==> src/rtl/hazard_scoreboard.sv <==
// -----------------------------------------------------------------------------
// hazard_scoreboard
//
// Per-register hazard tracker for an in-order issue stage. Each architectural
// register owns a small entry (busy, rem, age) that records an in-flight
// producer: rem counts down to the cycle its result becomes forwardable, age
// counts up from issue and picks the bypass stage that currently holds it.
//
// Decode is held (issue_stall) on a read-after-write hazard against a result
// that is not yet forwardable, or on a write-after-write hazard where the
// older producer would complete after the new one. Sources whose producer is
// complete but not yet written back are reported as bypass hits, together with
// the producer age.
//
// Ports
//   clk             in   clock; every state update on the rising edge
//   rst             in   synchronous active-high reset, overrides issue/flush
//   issue_valid     in   instruction in decode requests issue
//   issue_rs1/rs2   in   source register indices (RW bits)
//   issue_rs1_used  in   rs1 is actually read
//   issue_rs2_used  in   rs2 is actually read
//   issue_rd        in   destination register index (RW bits)
//   issue_wr_rd     in   instruction writes rd
//   issue_lat       in   cycles after issue before the result is forwardable
//   flush           in   redirect; squashes entries younger than FLUSH_DEPTH
//   issue_stall     out  decode held this cycle (combinational)
//   fwd_rs1_hit     out  rs1 served by the bypass network (combinational)
//   fwd_rs2_hit     out  rs2 served by the bypass network (combinational)
//   fwd_rs1_dist    out  age of the rs1 producer when hit, else 0
//   fwd_rs2_dist    out  age of the rs2 producer when hit, else 0
//   stall_cnt       out  saturating count of stalled cycles (registered)
// -----------------------------------------------------------------------------
module hazard_scoreboard #(
  parameter int NUM_REGS    = 32,
  parameter int LAT_W       = 3,
  parameter int RETIRE_AGE  = 3,
  parameter int FLUSH_DEPTH = 2,
  localparam int RW = (NUM_REGS > 1) ? $clog2(NUM_REGS) : 1
) (
  input  logic             clk,
  input  logic             rst,
  input  logic             issue_valid,
  input  logic [RW-1:0]    issue_rs1,
  input  logic [RW-1:0]    issue_rs2,
  input  logic             issue_rs1_used,
  input  logic             issue_rs2_used,
  input  logic [RW-1:0]    issue_rd,
  input  logic             issue_wr_rd,
  input  logic [LAT_W-1:0] issue_lat,
  input  logic             flush,
  output logic             issue_stall,
  output logic             fwd_rs1_hit,
  output logic             fwd_rs2_hit,
  output logic [LAT_W-1:0] fwd_rs1_dist,
  output logic [LAT_W-1:0] fwd_rs2_dist,
  output logic [31:0]      stall_cnt
);

  // The table is sized to the full index space so any index value selects a
  // real slot; slots at or above NUM_REGS are simply never named by software.
  localparam int SLOTS = 1 << RW;

  localparam logic [LAT_W-1:0] RETIRE_LAST = LAT_W'(RETIRE_AGE - 1);
  localparam logic [LAT_W-1:0] AGE_MAX     = '1;
  localparam logic [LAT_W-1:0] REM_ONE     = LAT_W'(1);

  // ---------------------------------------------------------------------------
  // Scoreboard state
  // ---------------------------------------------------------------------------
  logic [SLOTS-1:0] busy;
  logic [LAT_W-1:0] rem [SLOTS];
  logic [LAT_W-1:0] age [SLOTS];

  // ---------------------------------------------------------------------------
  // Source / destination lookups
  // ---------------------------------------------------------------------------
  logic rs1_ready;
  logic rs2_ready;
  logic rs1_fwdable;
  logic rs2_fwdable;
  logic raw_stall;
  logic waw_stall;
  logic accept;
  logic write_en;

  // NOTE: every signal assigned in an always_comb gets a value on every path
  // (here by straight-line assignment); a missing default infers a latch.
  always_comb begin
    // A producer whose result is forwardable no longer blocks its consumers.
    rs1_fwdable = busy[issue_rs1] && (rem[issue_rs1] == '0);
    rs2_fwdable = busy[issue_rs2] && (rem[issue_rs2] == '0);
    rs1_ready   = !busy[issue_rs1] || (rem[issue_rs1] == '0);
    rs2_ready   = !busy[issue_rs2] || (rem[issue_rs2] == '0);

    raw_stall = (issue_rs1_used && !rs1_ready) ||
                (issue_rs2_used && !rs2_ready);

    // The new write must not complete before the older one to the same rd,
    // otherwise the older, stale value would land last.
    waw_stall = issue_wr_rd && (issue_rd != '0) && busy[issue_rd] &&
                (rem[issue_rd] > issue_lat);

    issue_stall = issue_valid && (raw_stall || waw_stall);

    // A redirect drops the instruction in decode even if it could issue.
    accept   = issue_valid && !issue_stall && !flush;
    write_en = accept && issue_wr_rd && (issue_rd != '0);
  end

  // ---------------------------------------------------------------------------
  // Bypass selection
  // ---------------------------------------------------------------------------
  always_comb begin
    fwd_rs1_hit  = rs1_fwdable && issue_rs1_used;
    fwd_rs2_hit  = rs2_fwdable && issue_rs2_used;
    fwd_rs1_dist = fwd_rs1_hit ? age[issue_rs1] : '0;
    fwd_rs2_dist = fwd_rs2_hit ? age[issue_rs2] : '0;
  end

  // ---------------------------------------------------------------------------
  // Per-entry release conditions, evaluated on the pre-edge state
  // ---------------------------------------------------------------------------
  logic [SLOTS-1:0] squash;
  logic [SLOTS-1:0] retire;

  always_comb begin
    squash = '0;
    retire = '0;
    for (int r = 0; r < SLOTS; r++) begin
      squash[r] = flush && (int'(age[r]) < FLUSH_DEPTH);
      // An entry leaves once it has passed writeback and its result is
      // complete. Long-latency producers reach writeback age before they
      // complete, so the age test is inclusive of older ages; otherwise such
      // an entry would sit in the table forever as a stale bypass hit.
      retire[r] = (age[r] >= RETIRE_LAST) && (rem[r] <= REM_ONE);
    end
  end

  // ---------------------------------------------------------------------------
  // State update
  // ---------------------------------------------------------------------------
  // NOTE: sequential state uses non-blocking assignments only, so every
  // entry updates from the same pre-edge snapshot regardless of loop order.
  always_ff @(posedge clk) begin
    if (rst) begin
      // NOTE: the table is small flop storage, not RAM, so it is cleared
      // outright; that is what makes a reset discard all in-flight work.
      busy      <= '0;
      stall_cnt <= '0;
      for (int r = 0; r < SLOTS; r++) begin
        rem[r] <= '0;
        age[r] <= '0;
      end
    end else begin
      if (issue_stall && (stall_cnt != '1)) begin
        stall_cnt <= stall_cnt + 32'd1;
      end

      for (int r = 0; r < SLOTS; r++) begin
        if (write_en && (issue_rd == RW'(r))) begin
          // A new producer replaces whatever was there, including an entry
          // that would have retired on this same edge.
          busy[r] <= 1'b1;
          rem[r]  <= issue_lat;
          age[r]  <= '0;
        end else if (busy[r]) begin
          if (squash[r] || retire[r]) begin
            busy[r] <= 1'b0;
            rem[r]  <= '0;
            age[r]  <= '0;
          end else begin
            rem[r] <= (rem[r] != '0)     ? rem[r] - REM_ONE : '0;
            age[r] <= (age[r] != AGE_MAX) ? age[r] + REM_ONE : AGE_MAX;
          end
        end
      end
    end
  end

endmodule

==> config.mk <==
export PLATFORM = sky130hd
export DESIGN_NAME = hazard_scoreboard
export DESIGN_NICKNAME = d
export VERILOG_FILES = /design/src/rtl/hazard_scoreboard.sv
export SDC_FILE = /design/constraint.sdc
export NUM_CORES = 1
export LEC_CHECK = 0
export BUFFER_PORTS_ARGS = -buffer_cell sky130_fd_sc_hd__buf_2
export CORE_MARGIN = 2
export CORE_UTILIZATION = 30
export CTS_CLUSTER_SIZE = 40
export DETAILED_ROUTE_END_ITERATION = 8
export PLACE_DENSITY_LB_ADDON = 0.05
export SYNTH_ARGS = -nofsm -noshare
export SYNTH_HDL_FRONTEND = slang
export SYNTH_SLANG_ARGS = --single-unit
==> constraint.sdc <==
create_clock -name clk -period 8.6 [get_ports clk]
set_input_delay 2.58 -clock clk [delete_from_list [all_inputs] [get_ports clk]]
set_output_delay 2.58 -clock clk [all_outputs]
set_load 0.02 [all_outputs]
# Word-level counts from Yosys, hierarchy flattened

Memory sizes are Yosys's and may differ from the RTL's.
Cells that the tools add are included.

Register bits after elaboration: 64
Bits in writable memories: 192
Input bits: 25
Output and inout port bits: 41
Logic and storage cells: 1328
Memories kept: 2

Add/sub/neg operators: 65
Order comparisons: 100
Equality and inequality tests: 64
Mux-type cells: 714
Bitwise logic cells: 192
Reductions and logical operators: 189

Memories:

| memory | words | bits a word | read ports | clocked after Yosys merged registers in | write ports | line | RTL |
|---|---|---|---|---|---|---|---|
| age    | 32    | 3           | 34         | 0                                       | 32          | 72   | `logic [LAT_W-1:0] age [SLOTS];` |
| rem    | 32    | 3           | 35         | 0                                       | 32          | 71   | `logic [LAT_W-1:0] rem [SLOTS];` |

Operator list:

| kind                                                                                | count |
|---|---|
| 3-bit 2-to-1 mux                                                                    | 258 |
| 1-bit 2-to-1 mux                                                                    | 453 |
| 1-bit OR                                                                            | 192 |
| 1-bit logical AND                                                                   | 111 |
| 3-bit by 1-bit adder with 3-bit output, second input constant                       | 32 |
| 3-bit by 2-bit greater-or-equal comparator with 1-bit output, second input constant | 32 |
| 3-bit by 1-bit <= comparator with 1-bit output, second input constant               | 32 |
| 3-bit by 2-bit less-than comparator with 1-bit output, second input constant        | 32 |
| 3-bit inequality test, second input constant                                        | 32 |
| 3-bit nonzero test                                                                  | 32 |
| 3-bit by 1-bit subtractor with 3-bit output, second input constant                  | 32 |
| 5-bit == test, second input constant                                                | 16 |
| 5-bit by 4-bit == test with 1-bit output, second input constant                     | 8 |
| 1-bit logical OR                                                                    | 36 |
| 32-bit by 1-bit adder with 32-bit output, second input constant                     | 1 |
| 32-bit inequality test, second input constant                                       | 1 |
| 5-bit by 3-bit == test with 1-bit output, second input constant                     | 4 |
| 5-bit by 6-bit less-than comparator with 1-bit output, second input constant        | 3 |
| 1-bit binary-select mux with 5-bit select                                           | 3 |
| 5-bit by 2-bit == test with 1-bit output, second input constant                     | 2 |
| 1-bit logical NOT                                                                   | 6 |
| 3-bit logical NOT                                                                   | 2 |
| 5-bit by 1-bit == test with 1-bit output, second input constant                     | 1 |
| 5-bit logical NOT                                                                   | 1 |
| 2 further kinds                                                                     | 2 |

# Longest topological paths before layout

Depth in word-level cells: 21
Depth in mapped cells: 17
Gate-level depth less buffers: 12

# Worst setup path before layout

No wires, ideal clock.

Path kind: input to output
Start: input port issue_rd[0]
End: output port issue_stall
Arrival time: 6.238 ns
Data required time: 6.020 ns
Slack: -0.218 ns
Stages: 12
Buffers on the path: 3
Path through: buf_2 buf_1 clkbuf_1 mux4_2 mux4_2 mux2i_1 ha_1 and3_1 a211oi_1 o21ai_0 and3_1 nor2b_1

Longest elaborated chain between the ends: 6
Elaborated cells on any way between the ends: 10
Classes of those cells: 1 x order compare; 2 x mux; 6 x reduce/logical; 1 x memory

RTL lines:

| what                                                      | line | RTL |
|---|---|---|
| from (decl)                                               | 47   | `input logic [RW-1:0] issue_rd,` |
| branches (longest 3 deep; another with memory 32 x 3 bit) | -    |  |
| 1-bit logical AND *                                       | 100  | `waw_stall = issue_wr_rd && (issue_rd != '0) && busy[issue_rd] &&` |
| 1-bit logical OR *                                        | 103  | `issue_stall = issue_valid && (raw_stall \|\| waw_stall);` |
| 1-bit logical AND *                                       | 103  |  |
| to (decl)                                                 | 51   | `output logic issue_stall,` |

Mark *: on every way between the ends. The select of a mux whose other input is x is not followed.

# Final worst setup path

Same ends and word-level chain as after synthesis.

==> results.cfg <==
[run_status]
status = finished clean

[drt]
first_pass_iters = 7
routedWlPerCell_microns = 26.01
ant_nets = 0
via_per_inst = 5.646
drt_iter0_markers = 1127
wl_microns = 68570
drcViolationCount = 0
vias = 14880

[clock_tree]
cts_num_sinks = 256
cts_resized = 0
clk_pin_slew_ps = 60
holdBufCountCts = 0
root_buffer = clkbuf_16
cts_made_buffers = 36
insertion_delay_ps = 550
cts_tree = yes
cts_setup_buffers = 0
clockBufferDepth = 3
h-tree-depth = 2

[timing]
min_period_ps = 8270
max_freq_mhz = 120.9
fin_skew_ps = 20.84
drv_slew = 0
hold_violations = 0
setup_viol = 0
rsz0062_at_grt = no
finalWorstSetupSlack_ps = 329.8
finalSetupTns_ps = 0
tightest_slew_ps = 1287
whs_ps = 556.4
relSlewSlack_pct = 13.26
finalCritPeriodShare_pct = 96.17

[global_routing]
grt_use_met2_pct = 33.80
grt_use_total_pct = 21.48
grt_start_max_net_pins = 62
antenna_found_initial = 4
grt.met1_usage_pct = 30.61
grt_pass1_wl_microns = 101000
grt_use_met3_pct = 3.708
grt_pass1_vias = 14460
overflow = 0
top_usage_layer = met2

[synthesis]
synth-xor-area-share_pct = 0.04720
synth_common_cells = nor2_1 (196), edfxtp_1 (192), inv_1 (130), ha_1 (120), mux4_2 (120)
synth-edff-count = 192
syn-num-nets = 1930
synth_top_family_by_area = multiplexers
yosys.area_share.adder_pct = 8.091
yosys.cell_count.top_type = nor2_1
ys_warn_count = 0
yosys.area_share.simple_pct = 16.68
synth_area_per_cell_sq_um = 10.40
ys_ff_latch = 256
synth_flop_cell = edfxtp_1
yosys.area.top_type = edfxtp_1
async_reset_ff_share_pct = 0
synth-compound-area-share_pct = 13.77
ys_seq_area_share_pct = 37.97
synth_area_sq_um = 18560
synthTopCellsByArea = edfxtp_1 (31%), mux4_2 (15%), ha_1 (8.1%), dfxtp_1 (6.9%), nor2_1 (4.0%)
syn_inst = 1785
synth.distinct_cells = 74
synth_top_area_share_pct = 31.07
synth_mux_area_share_pct = 18.51

[setup_path]
worstSetupStartpoint = issue_rd[0]
r2r_setup_slack_ps = 3420
r2r-end = rem[13][1]$_SDFFCE_PN0P_
start_kind = primary input
required_ps = 6020
worst_setup_path_end_kind = output pin
critPathMaxFanout = 25
critPathCapture = issue_stall
crit_arrival_ps = 5690
path_class = primary input to output pin
reg2reg_depth = 14
r2r_start = rem[11][1]$_SDFFCE_PN0P_

[floorplanning]
start_util_pct = 30.18
die_w_microns = 252.7
ios = 66
die_area_sq_um = 63860
rows = 91
die_y_microns = 252.7
core-area_sq_um = 61480

[cells_and_area]
drive_gt1_share_pct = 18.80
syn_to_final_growth_pct = 12.56
nNetsFinal = 1965
fillers = 6244
final_cell_count_no_fill = 2636
n_antenna_cell = 0
finish.utilization_pct = 33.97

[power_and_ir_drop]
p_leak_uw = 0.007740
ir_drop_uv = 99.52
cellPowerDensity_nw_per_um2 = 158.7

[min_path]
hold_path_class = flip-flop to flip-flop

[placement]
dp_hpwl_microns = 50150
dp.cells = 2572
place.gp.congestion = 0.8876
placement.io_buffers = 65
dpl_worst_slack_ps = 348.2

[job]
drv_cap = 0
through the flow:
step,area [sq um],power (uW)
floorplan,18560,1697
global placement,19770,1869
detailed placement,19770,1868
CTS,20890,3364
global route,20890,3441
finish,20890,3315
report_power, final:
part / switching (uW) / total (uW) / leakage, uW / internal, uW
clock network: 595 / 1470 / 0.000545 / 876
registers: 74.9 / 1440 / 0.00249 / 1370
logic: 245 / 400 / 0.00470 / 155
total: 915 / 3320 / 0.00774 / 2400
cell usage in the layout, fill, tap and decap left out, drive strengths merged, types with 52 or more instances in the layout:
cell type	n
a21oi	111
buf	97
dfxtp	64
edfxtp	192
ha	120
inv	133
mux2i	53
mux4	120
nand2	106
nor2	196
nor3	65
o21ai	52
worst min path at each step:
| stage | startpoint | to | slack [ps] | depth (start not counted) |
|---|---|---|---|---|
| global placement | stall_cnt[27]$_SDFFE_PP0P_ | stall_cnt[27]$_SDFFE_PP0P_ | 540 | 3 |
| global route | stall_cnt[27]$_SDFFE_PP0P_ | stall_cnt[27]$_SDFFE_PP0P_ | 610 | 3 |
| CTS | stall_cnt[16]$_SDFFE_PP0P_ | stall_cnt[16]$_SDFFE_PP0P_ | 560 | 3 |
| finish | stall_cnt[16]$_SDFFE_PP0P_ | stall_cnt[16]$_SDFFE_PP0P_ | 560 | 3 |
| detailed placement | stall_cnt[16]$_SDFFE_PP0P_ | stall_cnt[16]$_SDFFE_PP0P_ | 550 | 3 |
| floorplan | rem[18][1]$_SDFFCE_PP0P_ | busy[18]$_SDFF_PP0_ | 510 | 2 |
cell type report:
cell class	instances	area (sq um)	area share, %
multi-input cells	1295	10610	50.80
well taps	790	988.4	4.732
flip-flops and latches	256	7047	33.73
inverters	134	503.0	2.408
repair buffers	97	618.1	2.959
clock inverters	13	111.4	0.5331
clock buffers	51	1010	4.834
metal layers:
metal	vias to the layer above	part of all wire, %
li1	6807	-
met1	7518	47
met2	472	45
met3	81	6.0
met4	6	2.0
met5	-	0.047
cells by family (layout without fill, tap and decap cells):
group | Yosys count | in the layout
muxes | 191 | 191
buffers and inverters | 234 | 295
DFF | 256 | 256
adders and majority gates | 120 | 120
AOI/OAI and AO/OA | 372 | 372
and+or+nand+nor | 611 | 611
xor gates and xnor gates | 1 | 1
sequential cells by signal (all words and copies together) (netlist names):
register   count
age           96
busy          32
rem           96
stall_cnt     32
worst max-delay path: stages:
cell	delay, ps
buf_2	140
buf_12	210
mux4_2	520
mux4_2	480
mux2_2	280
ha_1	280
nor2b_1	120
o21ai_0	90
a211oi_1	220
o21ai_0	140
and3_1	300
nor2b_1	140
buf_2	170
(Power assumes the default switching activity.)
